`src/rtl/mul_cell_seq.sv`:
```
// mul_cell_seq: 32x32 -> 64-bit multiply sequenced over one external pipelined 16x16 multiplier cell.
// Four half-word partials are issued, tagged through a latency-matched pipe and summed into a 64-bit accumulator.
module mul_cell_seq #(
  parameter int MUL_LATENCY = 1
) (
  input  logic        clk,
  input  logic        reset_n,
  input  logic        in_valid,
  output logic        in_ready,
  input  logic [31:0] in_src1,
  input  logic [31:0] in_src2,
  input  logic        in_src1_signed,
  input  logic        in_src2_signed,
  output logic        out_valid,
  input  logic        out_ready,
  output logic [63:0] out_result,
  output logic        busy,
  output logic [15:0] mul_dataa,
  output logic [15:0] mul_datab,
  output logic        mul_signa,
  output logic        mul_signb,
  output logic        mul_en,
  input  logic [31:0] mul_result
);
  typedef enum logic [1:0] {IDLE, ISSUE, DRAIN, DONE} state_t;

  localparam logic [1:0] DRAIN_LAST = 2'(MUL_LATENCY - 1);

  state_t      state, state_next;
  logic [1:0]  idx, drain_cnt;
  logic [31:0] src1_q, src2_q;
  logic        src1_signed_q, src2_signed_q;
  logic [63:0] acc;
  logic        started;
  logic [MUL_LATENCY-1:0] tag_vld;
  logic [1:0]  tag_idx [MUL_LATENCY];
  logic        accept, emerge, emerge_signed;
  logic [1:0]  emerge_idx;
  logic [63:0] partial_ext, partial_shifted;

  assign accept     = in_valid & in_ready;
  assign busy       = (state != IDLE);
  assign out_result = acc;

  always_ff @(posedge clk or negedge reset_n) begin
    if (!reset_n) begin
      state   <= IDLE;
      started <= 1'b0;
    end else begin
      state   <= state_next;
      started <= 1'b1;
    end
  end

  // idx bit 1 selects the high half of A, bit 0 the high half of B.
  always_comb begin
    state_next = state;
    in_ready   = 1'b0;
    out_valid  = 1'b0;
    mul_en     = 1'b0;
    mul_dataa  = '0;
    mul_datab  = '0;
    mul_signa  = 1'b0;
    mul_signb  = 1'b0;
    case (state)
      IDLE: begin
        in_ready = started;
        if (in_valid && started) state_next = ISSUE;
      end
      ISSUE: begin
        mul_en    = 1'b1;
        mul_dataa = idx[1] ? src1_q[31:16] : src1_q[15:0];
        mul_datab = idx[0] ? src2_q[31:16] : src2_q[15:0];
        mul_signa = idx[1] & src1_signed_q;
        mul_signb = idx[0] & src2_signed_q;
        if (idx == 2'd3) state_next = DRAIN;
      end
      DRAIN: begin
        mul_en = (drain_cnt != DRAIN_LAST);
        if (drain_cnt == DRAIN_LAST) state_next = DONE;
      end
      DONE: begin
        out_valid = 1'b1;
        if (out_ready) state_next = IDLE;
      end
    endcase
  end

  always_ff @(posedge clk or negedge reset_n) begin
    if (!reset_n) begin
      idx           <= '0;
      drain_cnt     <= '0;
      src1_q        <= '0;
      src2_q        <= '0;
      src1_signed_q <= 1'b0;
      src2_signed_q <= 1'b0;
    end else begin
      if (accept) begin
        idx           <= '0;
        src1_q        <= in_src1;
        src2_q        <= in_src2;
        src1_signed_q <= in_src1_signed;
        src2_signed_q <= in_src2_signed;
      end else if (state == ISSUE) begin
        idx <= idx + 2'd1;
      end
      if (state == ISSUE) drain_cnt <= '0;
      else if (state == DRAIN) drain_cnt <= drain_cnt + 2'd1;
    end
  end

  // Tags advance in lockstep with the multiplier's enabled pipeline stages.
  always_ff @(posedge clk or negedge reset_n) begin
    if (!reset_n) begin
      tag_vld <= '0;
      for (int i = 0; i < MUL_LATENCY; i++) tag_idx[i] <= '0;
    end else if (accept) begin
      tag_vld <= '0;
    end else if (mul_en) begin
      tag_vld[0] <= (state == ISSUE);
      tag_idx[0] <= idx;
      for (int i = 1; i < MUL_LATENCY; i++) begin
        tag_vld[i] <= tag_vld[i-1];
        tag_idx[i] <= tag_idx[i-1];
      end
    end
  end

  // The last partial sits at the pipe output after DRAIN; gating on state stops a double add in DONE.
  always_comb begin
    emerge_idx    = tag_idx[MUL_LATENCY-1];
    emerge        = tag_vld[MUL_LATENCY-1] && ((state == ISSUE) || (state == DRAIN));
    emerge_signed = (emerge_idx[1] & src1_signed_q) | (emerge_idx[0] & src2_signed_q);
    partial_ext   = emerge_signed ? {{32{mul_result[31]}}, mul_result} : {32'b0, mul_result};
    case (emerge_idx)
      2'd0:    partial_shifted = partial_ext;
      2'd3:    partial_shifted = partial_ext << 32;
      default: partial_shifted = partial_ext << 16;
    endcase
  end

  always_ff @(posedge clk or negedge reset_n) begin
    if (!reset_n)    acc <= '0;
    else if (accept) acc <= '0;
    else if (emerge) acc <= acc + partial_shifted;
  end

endmodule

```
`config.mk`:
```
export PLATFORM = sky130hd
export DESIGN_NAME = mul_cell_seq
export DESIGN_NICKNAME = d
export VERILOG_FILES = /design/src/rtl/mul_cell_seq.sv
export SDC_FILE = /design/constraint.sdc
export NUM_CORES = 1
export LEC_CHECK = 0
export ABC_CLOCK_PERIOD_IN_PS = 3600
export CORE_MARGIN = 1.5
export CORE_UTILIZATION = 48
export DETAILED_ROUTE_END_ITERATION = 7
export PLACE_DENSITY = 0.78
export SLEW_MARGIN = 5
export SYNTH_ARGS = -nofsm -noshare
export SYNTH_HDL_FRONTEND = slang
export SYNTH_SLANG_ARGS = --single-unit
```
`constraint.sdc`:
```
create_clock -name clk -period 3.6 [get_ports clk]
set_input_delay 0.54 -clock clk [delete_from_list [all_inputs] [get_ports clk]]
set_output_delay 0.54 -clock clk [all_outputs]
set_load 0.1 [all_outputs]
```
==> summary.txt, run 1 <==
Timing
  • Clock Skew: between 0.015 and 0.02 ns
  • Final Cycle Share: 104.0%
  • Pins Over Slew Limit: 0
  • Final worst slack: -0.1450 ns
  • Worst Tran Pin Value: slightly above 1 ns
  • Rel. slew slack: 30.73%
  • Final setup viols: 16
  • Peak Freq: approximately 270 MHz
  • RSZ-0062 raised after global routing: true
  • Crit path time final: roughly 3.7 ns
  • Final hold violations: 0

Critical path
  • Crit path max fanout: 6
  • Critical Path RT: 3.90 ns
  • Arrival time at the worst endpoint: 4.04 ns
  • Flop2flop setup slack: -0.14 ns
  • RR Endpoint: out_result[63]$_DFFE_PN0P_
  • R2r worst-path depth: 17
  • R2r startpoint: emerge_idx[0]$_DFFE_PN0P_
  • Crit. End Element: register
  • Worst setup SP type: register
  • Setup CP Type: reg2reg

GRT
  • Vias in the first global route: between 10000 and 15000
  • Largest net degree at the start of global routing: ~110
  • Global route overflow: 0
  • Initial antenna violation count: 0
  • Total track usage: 34.56%
  • First-pass GRT wire length: roughly 64 mm

Route
  • Final WL: between 40 and 50 mm
  • DR pass1 iterations: 7
  • Avg WL per Cell: 20.00 um
  • Vias per cell: roughly 5.8
  • DR vias: between 10000 and 15000
  • Final ANT Viol Nets: 0
  • Iter 0 DRT Violations: between 1000 and 1500
  • Drc violations: 0

Yosys
  • Synth Net Count: 1568
  • Syn. warnings: 0
  • Synthesized area: 10680 um^2
  • Seq/Total Area, Yosys: around a third
  • Fraction of registers with async set/reset: 100.0%
  • Post-synth EDFFs: 0
  • Post-synthesis instance total: ~1400
  • Syn_area_per_cell: roughly 7.7 um^2
  • Ys flop type: dfrtp_1
  • Post-synth cell types: 76
  • Synth Register Bits: 140

Layout
  • Share of cells above drive strength 1: approximately a third
  • FILL cells: 1499
  • Area Overhead vs Synth: 61.43%
  • Final core area utilization: roughly 79%
  • Final-stage net count: 2036
  • N_diodes: 0

Die
  • Num rows: 54
  • Initial Util: about half
  • Die area: around 23000 um^2
  • Die X: roughly 150 um
  • Die height: ~150 um
  • Io pins: 204
  • Core area: about 22000 um^2

Run status
  • Outcome: finished with violations
  • Failing checks: setup timing

Hold path
  • Worst min-delay path category: in2async

Placement
  • Port Buffers: around 200
  • Placer congestion estimate: roughly 0.96
  • Final HPWL DP: about 30 mm

Clocking
  • Clock transition at the registers of the reported paths: roughly 0.08 ns
  • Clock root buffer: clkbuf_16
  • CTS sink cnt: 140
  • H-tree depth: 4
  • Worst skew pair latency: approximately 0.44 ns
  • CTS buffer count: 17
  • Max Buffers Root-to-Sink: 2
  • CTS tree: yes

Run
  • Max-cap violations: 0
[routing by layer]
layer	GRT usage [%]	share of wire [%]
met4	12.99	4.4
met3	7.622	9.4
met1	44.81	40
met2	56.52	46
met5	0	0
[sequential cells by signal, indices dropped and copies added, names as in the netlist]
register / flops
emerge_idx: 2
tag_vld: 1
drain_cnt: 2
out_result: 64
src2_q: 32
started: 1
idx: 2
src2_signed_q: 1
src1_signed_q: 1
state: 2
src1_q: 32
[worst max-delay path by stage]
stage | from | end | depth (start not counted)
floorplan | emerge_idx[0]$_DFFE_PN0P_ | out_result[61]$_DFFE_PN0P_ | 17
global placement | mul_result[31] | out_result[60]$_DFFE_PN0P_ | 17
detailed placement | mul_result[31] | out_result[60]$_DFFE_PN0P_ | 17
CTS | emerge_idx[1]$_DFFE_PN0P_ | out_result[52]$_DFFE_PN0P_ | 19
global route | emerge_idx[1]$_DFFE_PN0P_ | out_result[63]$_DFFE_PN0P_ | 17
finish | emerge_idx[0]$_DFFE_PN0P_ | out_result[63]$_DFFE_PN0P_ | 17
[critical path: stages (launching register included)]
cell and delay (ns):
dfrtp_1 0.36, inv_2 0.05, ha_4 0.29, nor2b_4 0.05
buf_6 0.14, buf_4 0.15, and2_4 0.17, ha_4 0.29
nand4_1 0.16, nor2_2 0.19, a211o_1 0.21, nor4b_4 0.38
o211ai_1 0.17, and3_4 0.23, o41ai_4 0.32, xor2_1 0.21
and3_1 0.19, nor3_2 0.05
[stage by stage]
step | TNS, ns | setup slack, ns | instances | instance area (um^2) | hold slack, ns
2_1_floorplan | 0 | 0.0002727 | 1393 | 10690 | 0.2444
3_3_place_gp | -15.09 | -0.9771 | 2077 | 14830 | 0.4562
3_5_place_dp | -16.63 | -1.064 | 2077 | 14830 | 0.4614
4_1_cts | -0.6842 | -0.1075 | 2133 | 16290 | 0.1217
5_1_grt | -3.062 | -0.2227 | 2154 | 17240 | 0.1258
6_report | -1.086 | -0.1450 | 2154 | 17240 | 0.08010
[layout by cell type, fill, tap and decap left out, types with 16 or more instances in the layout]
cell type          n
a21o_1            24
ha_4              35
buf_6             21
mux2i_1           35
o21ai_0           38
o21bai_1          17
ha_1              35
dfrtp_1          140
nand2_1          371
o21ai_2           16
nor2b_1           38
nand4_1           25
o21ai_1           22
clkdlybuf4s50_1  165
xnor2_1           24
nand3_1           24
a21oi_1          115
xor2_1            19
clkbuf_16         18
buf_4            343
nor2_1            47
and2_4            16
inv_1             24
a21oi_2           30
[cells by family after synthesis]
group | count (synthesis) | synth area share, %
AO/OA/AOI/OAI | 361 | 21.06
XOR/XNOR | 50 | 4.102
adder cells (fa/ha/maj) | 73 | 8.625
buffers and inverters | 115 | 4.289
flip-flops | 140 | 32.81
multiplexers | 39 | 3.703
other | 1 | 0.03512
AND/OR/NAND/NOR | 614 | 25.37
[layout make-up]
class                      count  area (um^2)  share of cell area (%)
inverter                      26        97.59                  0.5662
tap                          280        350.3                   2.033
multi-input combinational   1138         8039                   46.64
sequential                   140         3503                   20.33
clock buffer                  17        425.4                   2.468
timing repair buffer         538         4626                   26.84
clock inverter                15        193.9                   1.125
[Yosys cell counts, drive strengths merged, types with 23 or more instances]
cell	count	area [um^2]
nand2	383	1438
nor2	58	217.7
mux2i	35	350.3
nand4	25	156.4
inv	26	97.59
buf	23	112.6
xnor2	30	262.8
nor2b	42	262.8
nand3	29	150.1
and2	25	158.9
dfrtp	140	3503
o21ai	78	390.4
a21o	24	180.2
clkbuf	66	247.7
ha	72	900.9
a21oi	157	789.5
[timing repair]
| item | CTS | global route |
|---|---|---|
| buffers inserted | 22 | 21 |
| pin swaps | 36 | 76 |
| resized for setup | 136 | 165 |
| endpoints found under the setup margin | 34 | 37 |
| cloned | 2 | 2 |
| hold buffers | 0 | 0 |
Power of run 1 is left out: the tool's default activity adds up to more than one toggle a clock period on the data nets, which glitch-free logic cannot reach.
==> run 2: changes to the inputs <==
--- a/config.mk
+++ b/config.mk
@@ -5,7 +5,6 @@
 export SDC_FILE = /design/constraint.sdc
 export NUM_CORES = 1
 export LEC_CHECK = 0
-export ABC_CLOCK_PERIOD_IN_PS = 3600
 export CORE_MARGIN = 1.5
 export CORE_UTILIZATION = 48
 export DETAILED_ROUTE_END_ITERATION = 7
==> results of run 2 <==
The final DEF is identical to that of run 1; final timing and power are the same.
Power of run 2 is left out for the same reason.
